File: config.mk
export PLATFORM = sky130hd
export DESIGN_NAME = mux_scan_ctrl_flat
export DESIGN_NICKNAME = d
export VERILOG_FILES = /design/src/rtl/mux_scan_ctrl_if.sv /design/src/rtl/mux_scan_ctrl.sv /design/src/flat_wrapper.sv
export SDC_FILE = /design/constraint.sdc
export NUM_CORES = 1
export LEC_CHECK = 0
export ABC_AREA = 1
export BUFFER_PORTS_ARGS = -buffer_cell sky130_fd_sc_hd__buf_2
export CAP_MARGIN = 15
export CORE_ASPECT_RATIO = 0.6
export CORE_MARGIN = 2
export CORE_UTILIZATION = 30
export CTS_CLUSTER_DIAMETER = 60
export DETAILED_ROUTE_END_ITERATION = 10
export PLACE_DENSITY = 0.52
export SYNTH_ARGS = -nofsm -noshare
export SYNTH_HDL_FRONTEND = slang
export SYNTH_SLANG_ARGS = --single-unit
File: constraint.sdc
create_clock -name clk -period 2 [get_ports clk]
set_input_delay 0.1 -clock clk [delete_from_list [all_inputs] [get_ports clk]]
set_output_delay 0.1 -clock clk [all_outputs]
set_load 0.01 [all_outputs]
File: src/rtl/mux_scan_ctrl_if.sv
// rtl/mux_scan_ctrl_if.sv - handshake and mux-select bundle between scan controller and its environment
interface mux_scan_ctrl_if;
   logic       start;
   logic       y;
   logic       ack;
   logic [1:0] s;
   logic [3:0] data;
   logic       valid;
   logic       busy;

   modport master (output start, y, ack, input s, data, valid, busy);
   modport slave  (input start, y, ack, output s, data, valid, busy);
endinterface

File: src/rtl/mux_scan_ctrl.sv
// rtl/mux_scan_ctrl.sv - steps a 4:1 mux select, waits SETTLE cycles per input, samples y into a 4-bit word
module mux_scan_ctrl #(
   parameter int SETTLE = 2
) (
   input  logic            clk,
   input  logic            rst,
   mux_scan_ctrl_if.slave  bus
);

   typedef enum logic [1:0] {
      ST_IDLE,
      ST_SETTLE,
      ST_SAMPLE,
      ST_DONE
   } state_t;

   localparam logic [3:0] CNT_LOAD = 4'(SETTLE - 1);

   state_t     state, state_n;
   logic [3:0] cnt, cnt_n;
   logic [1:0] s_q, s_n;
   logic [3:0] shadow, shadow_n;
   logic [3:0] data_q, data_n;
   logic       valid_q, valid_n;

   always_ff @(posedge clk or posedge rst) begin
      if (rst) begin
         state   <= ST_IDLE;
         cnt     <= 4'd0;
         s_q     <= 2'd0;
         shadow  <= 4'd0;
         data_q  <= 4'd0;
         valid_q <= 1'b0;
      end else begin
         state   <= state_n;
         cnt     <= cnt_n;
         s_q     <= s_n;
         shadow  <= shadow_n;
         data_q  <= data_n;
         valid_q <= valid_n;
      end
   end

   always_comb begin
      state_n  = state;
      cnt_n    = cnt;
      s_n      = s_q;
      shadow_n = shadow;
      data_n   = data_q;
      valid_n  = valid_q;
      case (state)
         ST_IDLE: begin
            if (bus.start) begin
               state_n  = ST_SETTLE;
               s_n      = 2'd0;
               cnt_n    = CNT_LOAD;
               shadow_n = 4'd0;
            end
         end
         ST_SETTLE: begin
            if (cnt == 4'd0) state_n = ST_SAMPLE;
            else             cnt_n   = cnt - 4'd1;
         end
         ST_SAMPLE: begin
            shadow_n[s_q] = bus.y;
            if (s_q != 2'd3) begin
               s_n     = s_q + 2'd1;
               cnt_n   = CNT_LOAD;
               state_n = ST_SETTLE;
            end else begin
               // publish the whole word at once so data never shows a partial scan
               state_n = ST_DONE;
               data_n  = shadow_n;
               valid_n = 1'b1;
            end
         end
         ST_DONE: begin
            if (bus.ack) begin
               state_n = ST_IDLE;
               valid_n = 1'b0;
            end
         end
         default: state_n = ST_IDLE;
      endcase
   end

   assign bus.s     = s_q;
   assign bus.data  = data_q;
   assign bus.valid = valid_q;
   assign bus.busy  = (state == ST_SETTLE) || (state == ST_SAMPLE);

endmodule

File: src/flat_wrapper.sv
// flat-port wrapper written by rule: the top's interface ports become plain ports
module mux_scan_ctrl_flat 
#(
   parameter int SETTLE = 2
)
  (clk, rst, bus_start, bus_y, bus_ack, bus_s, bus_data, bus_valid, bus_busy);
  mux_scan_ctrl_if bus_i ();
  input  logic clk;
  input  logic rst;
  input wire logic [$bits(bus_i.start)-1:0] bus_start;
  input wire logic [$bits(bus_i.y)-1:0] bus_y;
  input wire logic [$bits(bus_i.ack)-1:0] bus_ack;
  output wire logic [$bits(bus_i.s)-1:0] bus_s;
  output wire logic [$bits(bus_i.data)-1:0] bus_data;
  output wire logic [$bits(bus_i.valid)-1:0] bus_valid;
  output wire logic [$bits(bus_i.busy)-1:0] bus_busy;
  assign bus_i.start = bus_start;
  assign bus_i.y = bus_y;
  assign bus_i.ack = bus_ack;
  assign bus_s = bus_i.s;
  assign bus_data = bus_i.data;
  assign bus_valid = bus_i.valid;
  assign bus_busy = bus_i.busy;
  mux_scan_ctrl #(.SETTLE(SETTLE)) u_core (.clk(clk), .rst(rst), .bus(bus_i));
endmodule
* Word level (Yosys, flattened, before mapping)
Index checks and enable logic that the tools add are counted.
** Word-level totals
- Register bits after elaboration :: 17
- Input port bits :: 5
- Output and inout port bits :: 8
- Word-level logic and storage cells :: 54
** Cells by class
- Add/sub/neg operators :: 2
- Magnitude comparators :: 2
- Equal/unequal tests :: 10
- Mux-type cells :: 20
- Bitwise gates (word level) :: 1
- Reduce and logical (&&, ||, !) cells :: 13
** Operators by type and width (number)
- 4-bit 2-to-1 mux :: 4
- 2-bit 2-to-1 mux :: 6
- 4-bit one-hot mux with 3 select lines :: 1
- 2-bit inequality test, second input constant :: 5
- 3-bit AND reduction :: 3
- 2-bit one-hot mux with 4 select lines :: 1
- 4-bit one-hot mux with 2 select lines :: 1
- 4-bit bitwise mux :: 1
- 2-bit equality test, second input constant :: 2
- 4-bit zero test :: 1
- 2-bit by 1-bit inequality test with 1-bit output, second input constant :: 2
- 2-bit one-hot mux with 2 select lines :: 1
- 2-bit AND reduction :: 2
- 4-bit AND reduction :: 1
- 2-bit nonzero test :: 2
- 4-bit by 1-bit subtractor with 4-bit output, second input constant :: 1
- 2-bit by 3-bit less-than comparator with 1-bit output, second input constant :: 1
- 1-bit 2-to-1 mux :: 3
- 3-bit nonzero test :: 1
- 2-bit by 1-bit adder with 2-bit output, second input constant :: 1
- 1-bit demux with 2-bit select :: 1
- 2-bit by 1-bit equality test with 1-bit output, second input constant :: 1
- 2-bit by 1-bit >= comparator with 1-bit output, second input constant :: 1
- 2-bit zero test :: 1
- 4 further kinds :: 4

* Depth between registers and ports, before layout
Gate-level depths: netlist (run 1).
- Word-level depth :: 6
- Mapped depth :: 9
- Mapped depth without buffers :: 8

* Least setup slack after synthesis (run 1)
No wires, ideal clock.
- Path type :: register -> register
- From :: reg u_core.state[0]
- To :: reg u_core.cnt[0]
- Library setup time :: 117 ps
- Data arrival time :: 1255 ps
- Setup slack :: 628 ps
- Stages on the path, launching flop included :: 10
- Buffers on the path :: 1
- Clock period less this slack :: 1372 ps
- Path through :: dfrtp_1 > inv_1 > ha_1 > buf_6 > nand2_8 > nand2_4 > nor2_4 > nand3_2 > nand2_1 > nand2_1
** Between the ends
- Cells in the longest elaborated chain, start to end :: 3
- Elaborated cells on any way between the ends :: 9
- Those cells by class :: eq/ne: 5; mux: 1; reduce/logical: 3
** RTL lines
- start, declared :: RTL line mux_scan_ctrl.sv:19 : state_t state, state_n;
- start signal, assigned :: RTL line mux_scan_ctrl.sv:35 : state <= state_n;
- 2-bit by 1-bit equality test with 1-bit output (tied with other cells) :: RTL line mux_scan_ctrl.sv:51 : case (state)
- 2-bit inequality test (no source line) (tied with other cells)
- 4-bit AND reduction (no source line)
- end signal, assigned :: RTL line mux_scan_ctrl.sv:36 : cnt <= cnt_n;
- end, declared :: RTL line mux_scan_ctrl.sv:20 : logic [3:0] cnt, cnt_n;
Parallel ways exist; a longest one is shown, timed or not.
A chain may end at the register's enable or synchronous reset.

* Worst setup path after layout (run 1)
- From :: reg u_core.state[0]
- To :: reg u_core.s_q[0], in the netlist u_core.bus.s[0]
** Between the ends
- Cells in the longest elaborated chain, start to end :: 3
- Elaborated cells on any way between the ends :: 7
- Those cells by class :: eq/ne: 3; mux: 1; reduce/logical: 3
** RTL lines
- 2-bit equality test or 2-bit zero test (tied branches) :: RTL line mux_scan_ctrl.sv:51
- 2-bit by 1-bit inequality test with 1-bit output (no source line) (tied with other cells)
- 3-bit AND reduction (no source line)
- end signal, assigned :: RTL line mux_scan_ctrl.sv:37 : s_q <= s_n;
- end, declared :: RTL line mux_scan_ctrl.sv:21 : logic [1:0] s_q, s_n;
Parallel ways exist; a longest one is shown, timed or not.

==> results of run 1 <==
## logic make-up (layout without fill, tap and decap cells)
group	count (synthesis)	after routing	synth area share, %
compound gates	21	21	11.06
fa+ha+maj	12	12	14.12
buf+inv	22	38	8.470
flops	17	17	40.00
simple gates	58	58	26.35
## path summary, 6_finish.rpt
path                            slack (ns)                 end
min in group asynchronous             0.50  u_core.bus.data[1]
worst max register to register        0.37     u_core.bus.s[0]
worst min register to register        0.48  u_core.bus.data[0]
worst max-delay path                  0.37     u_core.bus.s[0]
worst min-delay path                  0.17    u_core.bus.valid
max in group asynchronous             1.06       u_core.cnt[0]
## placed cells by master (no fill, tap or decap)
cell and instances:
a21oi_1 2, a21oi_2 2, buf_2 12, clkbuf_8 3, clkinv_2 1, dfrtp_1 17, dlygate4sd3_1 1, ha_1 12
inv_1 18, inv_2 3, nand2_1 35, nand2_2 2, nand2_4 1, nand2_8 1, nand3_1 8, nand3_2 1
nor2_1 7, nor2_4 2, o21a_1 1, o21ai_0 6, o21ai_1 8, o22ai_1 2, or2_2 1
## final cells by class
type | instances | area [µm²]
repair buffers | 13 | 70.07
multi-input cells | 91 | 548.0
clock inverters | 1 | 5.005
fillers | 364 | 2098
clock buffers | 3 | 41.29
well taps | 45 | 56.30
inverters | 21 | 78.83
flip-flops and latches | 17 | 425.4
## report_power, final
group	internal, mW	switching (mW)
combinational	0.361	0.597
clock	0.138	0.120
sequential	0.487	0.118
## metrics by stage
stage	worst slack, ns	hold slack [ns]	instances
3_3_place_gp	0.4642	0.2356	186
5_1_grt	0.2373	0.1727	191
4_1_cts	0.3904	0.1585	191
2_1_floorplan	0.6284	0.02607	130
6_report	0.3657	0.1660	191
3_5_place_dp	0.4074	0.2468	186
## sequential cells by signal, indices dropped and copies added (netlist names)
name,count
u_core.state,2
u_core.cnt,4
u_core.bus.s,2
u_core.shadow,4
u_core.bus.valid,1
u_core.bus.data,4
## worst max-delay path, delay by kind of cell, from the launching register on
family	cells	cell delay (ns)
flip-flops	1	0.45
adder cells (fa/ha/maj)	1	0.44
AND/OR/NAND/NOR	1	0.23
buffers and inverters	2	0.22
AO/OA/AOI/OAI	2	0.22
## routing by layer
metal  vias to the layer above  track usage [%]  routed length [µm]
li1                        438                -                   -
met2                        18            16.67                 869
met4                         0            3.390                   0
met5                         -                0                   0
met3                         0            4.579                 109
met1                       386            16.87                1134
==> flow_metrics.py, run 1 <==
metrics = {
    "placed_design": {
        "post-dp-hpwl_mm": 1.618,
        "place_area_mm2": 0.001169,
        "gp_congestion": 0.8388,
        "port_buffers": 12,
    },
    "yosys": {
        "synth_top_area_cell": "dfrtp_1",
        "yosysMostFrequentCell": "nand2_1",
        "yosys_warnings": 0,
        "ys_top_cells_by_count": "35 x nand2_1, 18 x inv_1, 17 x dfrtp_1, 12 x ha_1",
        "synth_ff_type": "dfrtp_1",
        "synth_async_sr_flop_share_pct": 100.0,
        "synth.distinct_cells": 20,
        "synth_edf_count": 0,
        "ys_top_cells_by_area": "dfrtp_1 40%, ha_1 14%, nand2_1 12%",
        "synth_seq_cells": 17,
        "syn_area_mm2": 0.001064,
        "seq_area_frac_synth_pct": 40.00,
        "synth_top_area_share_pct": 40.00,
        "synth_cells": 130,
        "avgSynthCellArea_um2": 8.181,
        "syn_nets": 147,
    },
    "critical_path": {
        "cp_slowest_cell": "dfrtp_1",
        "crit_top_cell": "a21oi_1",
        "endpoint_kind": "flop",
        "crit_type": "flop to flop",
        "crit_path_cell_trace": "inv_1 -> ha_1 -> inv_2 -> nor2_1 -> a21oi_1 -> a21oi_1",
        "reg2reg_from": "u_core.state[0]",
        "worstPathMaxFanout": 8,
        "reg2reg_depth": 6,
        "cp.required_ns": 2.18,
        "critPathLaunch": "u_core.state[0]",
        "startpoint_type": "flop",
        "arrival_ns": 1.82,
        "critPathMaxStageDelay_ns": 0.45,
    },
    "grt": {
        "gr-total-overflow": 0,
        "grt_max_degree": 18,
        "grt_pass1_wl_mm": 3.615,
        "antenna_found_initial": 0,
        "grt_usage_pct": 11.91,
        "grt_pass1_vias": 791,
    },
    "clocking": {
        "cts_tree": "done",
        "cts-root-buf": "clkbuf_8",
        "clkSinkCount": 17,
        "clock_path_buffers": 2,
        "hold_buffers": 1,
        "htreeDepth": 1,
        "ctsResizeCount": 0,
        "cts_setup_buffers": 0,
        "cts_made_buffers": 3,
        "clkLatencyLatePin_ns": 0.25,
        "clkTransAtPathRegs_ns": 0.07,
    },
    "floorplan": {
        "ios": 13,
        "rows": 16,
        "core_mm2": 0.003323,
        "start_util_pct": 32.00,
        "die_w_um": 80.87,
        "die_y_um": 50.12,
        "fp.dieArea_mm2": 0.004053,
    },
    "timing": {
        "min_period_over_period_pct": 81.72,
        "skew_ns": 0.003790,
        "setup_tns_ns": 0,
        "report.final.setup_viol": 0,
        "hold_violations": 0,
        "fmaxAchievable_mhz": 611.9,
        "rsz0062_at_grt": "false",
        "tightest_slew_ns": 0.6931,
        "period_minus_slack_ns": 1.634,
        "maxSlewViolCount": 0,
        "slew_headroom_pct": 53.74,
    },
    "detailed_routing": {
        "finalWirelength_mm": 2.113,
        "wl_per_cell_um": 11.06,
        "drc": 0,
        "via_per_inst": 4.408,
        "ant_nets": 0,
        "routed-via-count": 842,
        "drt-initial-drc-count": 38,
        "dr.pass1.iters": 4,
    },
    "power_and_ir_drop": {
        "ir_worst_vdd_mv": 0.5901,
        "p_total_mw": 1.820,
        "p_per_area_mw_per_mm2": 1486,
        "power.leakage_nw": 0.6282,
    },
    "finish": {
        "utilization_pct": 36.86,
        "fin_area_mm2": 0.001225,
        "layout-drive-gt1-share_pct": 19.86,
        "synthToLayoutAreaGrowth_pct": 15.18,
        "antennaDiodeCount": 0,
        "nets": 164,
    },
    "job": {
        "cap_violations": 0,
    },
    "worst_hold_path": {
        "holdPathStages": 4,
        "min_from": "bus_ack",
        "hp-class": "input pin to flop",
    },
    "status": {
        "outcome": "complete, no violations",
    },
}
Note: power is estimated with default switching activity, not from simulation.
==> inputs of run 2 (changes only) <==
--- a/config.mk
+++ b/config.mk
@@ -13,7 +13,7 @@
 export CORE_UTILIZATION = 30
 export CTS_CLUSTER_DIAMETER = 60
 export DETAILED_ROUTE_END_ITERATION = 10
-export PLACE_DENSITY = 0.52
+export PLACE_DENSITY = 0.53
 export SYNTH_ARGS = -nofsm -noshare
 export SYNTH_HDL_FRONTEND = slang
 export SYNTH_SLANG_ARGS = --single-unit
==> constraint.sdc (replaced) <==
create_clock -name clk -period 1.4 [get_ports clk]
set_input_delay 0.07 -clock clk [delete_from_list [all_inputs] [get_ports clk]]
set_output_delay 0.07 -clock clk [all_outputs]
set_load 0.01 [all_outputs]
==> run 2 against run 1 <==
  * Non-clock buffer count grew 7
  * Combinational power grew 76%
  * Critical path depth grew 2
  * Total power grew 60%
  * Hold slack lost 0.024 ns
  * Clock power grew 50%
  * Worst setup slack lost 0.30 ns
  * Die area is the same
  * Design area grew 9.2%
  * Sequential share of layout area shrank 2.8 points
  * First-iteration DRC count grew 82%
  * Routed wire length grew 7.3%
==> flow_metrics.py, run 2 (synthesis gave the netlist of run 1 again) <==
metrics = {
    "detailed_routing": {
        "drt-initial-drc-count": 69,
        "finalWirelength_mm": 2.267,
        "dr.pass1.iters": 4,
        "via_per_inst": 4.333,
        "routed-via-count": 858,
        "drc": 0,
        "ant_nets": 0,
        "wl_per_cell_um": 11.45,
    },
    "critical_path": {
        "endpoint_kind": "flop",
        "r2r_slack_ns": 0.06,
        "cp_slowest_cell": "dfrtp_2",
        "worstPathMaxFanout": 4,
        "crit_type": "flop to flop",
        "crit_path_cell_trace": "buf_6 -> ha_2 -> inv_2 -> nand2_4 -> nor2_4 -> nand2_2 -> nand2_1 -> o21ai_1",
        "startpoint_type": "flop",
        "cp.required_ns": 1.55,
        "path_buf_inv": 2,
        "arrival_ns": 1.49,
        "critPathMaxStageDelay_ns": 0.45,
        "cp_top_family": "flip-flops",
    },
    "finish": {
        "antennaDiodeCount": 0,
        "final_cell_mix": "33 x nand2_1, 16 x dfrtp_1, 15 x inv_1, 12 x buf_2, 10 x o21ai_1",
        "fillers": 361,
        "final_common_cell": "nand2_1",
        "nets": 171,
        "layout-drive-gt1-share_pct": 32.68,
        "utilization_pct": 40.25,
        "synthToLayoutAreaGrowth_pct": 25.76,
        "layoutNonFillerInstCount": 198,
    },
    "clocking": {
        "clkTransAtPathRegs_ns": 0.07,
        "clkLatencyLatePin_ns": 0.26,
        "clock_path_buffers": 2,
        "cts-root-buf": "clkbuf_8",
        "cts_tree": "done",
        "cts_setup_buffers": 0,
        "clkSinkCount": 17,
        "htreeDepth": 1,
        "cts_made_buffers": 3,
    },
    "power_and_ir_drop": {
        "pwr-share-seq_pct": 29.1,
        "p_comb_share_pct": 57.7,
        "power.leakage_nw": 0.6556,
        "p_int_mw": 1.587,
        "ir_worst_vdd_mv": 0.9710,
        "p_per_area_mw_per_mm2": 2174,
        "power.switching_mw": 1.321,
        "pwr-share-clk_pct": 13.3,
        "sw_frac_of_total_pct": 45.42,
    },
    "placed_design": {
        "port_buffers": 12,
        "post-place-ws_ns": -0.03885,
        "post-dp-hpwl_mm": 1.731,
        "dpl.cell_count": 193,
        "gp_congestion": 0.7973,
    },
    "grt": {
        "gr-total-overflow": 0,
        "grt_pass1_vias": 788,
        "antenna_found_initial": 0,
        "grt_max_degree": 18,
        "grt_pass1_wl_mm": 3.781,
        "grt_usage_pct": 12.50,
    },
    "timing": {
        "maxSlewViolCount": 0,
        "period_minus_slack_ns": 1.339,
        "layout_setup_ws_ns": 0.06093,
        "min_period_over_period_pct": 95.65,
        "fmaxAchievable_mhz": 746.8,
        "whs_ns": 0.1415,
        "setup_tns_ns": 0,
        "skew_ns": 0.003230,
        "report.final.setup_viol": 0,
        "tightest_slew_ns": 0.2244,
        "hold_violations": 0,
        "slew_headroom_pct": 84.88,
    },
    "floorplan": {
        "die_w_um": 80.87,
        "ios": 13,
        "core_mm2": 0.003323,
        "die_y_um": 50.12,
        "rows": 16,
        "fp.dieArea_mm2": 0.004053,
        "start_util_pct": 32.00,
    },
    "worst_hold_path": {
        "hp-class": "input pin to flop",
    },
    "job": {
        "cap_violations": 0,
    },
    "status": {
        "outcome": "complete, no violations",
    },
}
-- run 2: repair_timing --
item                                   4_1_cts  5_1_grt
pin swaps                                    0        5
resized for setup                            1       19
endpoints found under the hold margin       17        0
hold buffers                                 1        0
setup endpoints to repair                    2       10
-- run 2: metal layers --
metal	routed length, µm	global-route usage, %	part of all wire, %
met3	97	3.297	4.3
met1	1196	19.37	53
met2	943	16.25	42
met5	0	0	0
met4	30	4.237	1.3
-- run 2: power groups by stage --
stage               Sequential, mW  Combinational [mW]  Clock (mW)
CTS                          0.827                1.54       0.396
floorplan                    0.881                1.02           0
detailed placement           0.836                1.53           0
finish                       0.845                1.68       0.386
global placement             0.831                1.48           0
global route                 0.879                1.92       0.412
-- run 2: per-stage QoR --
step / power (mW) / instance area (µm²)
5_1_grt: 3.211 / 1338
3_5_place_dp: 2.362 / 1221
6_report: 2.908 / 1338
3_3_place_gp: 2.312 / 1221
2_1_floorplan: 1.905 / 1064
4_1_cts: 2.764 / 1280
-- run 2: worst paths after layout --
check / cells after the start / start / end
worst max-delay path: 8 / u_core.state[1] / u_core.cnt[3]
worst min-delay path: 4 / bus_ack / u_core.bus.valid
worst max register to register: 8 / u_core.state[1] / u_core.cnt[3]
worst min register to register: 2 / u_core.bus.data[0] / u_core.bus.data[0]
max in group asynchronous: 4 / rst / u_core.state[1]
min in group asynchronous: 4 / rst / u_core.cnt[3]
-- run 2: tightest hold or removal path: stages --
cell and delay [ns]:
buf_2 0.11, nand2_1 0.05, o22ai_1 0.09, inv_1 0.05
-- run 2: cell type report --
type                            count  area (µm²)  share of cell area [%]
Multi-Input combinational cell     91       603.1                   45.09
Sequential cell                    17       426.7                   31.90
Timing Repair Buffer               20       126.4                   9.448
Inverter                           21       78.83                   5.893
Tap cell                           45       56.30                   4.210
Clock buffer                        3       41.29                   3.087
Clock inverter                      1       5.005                  0.3742
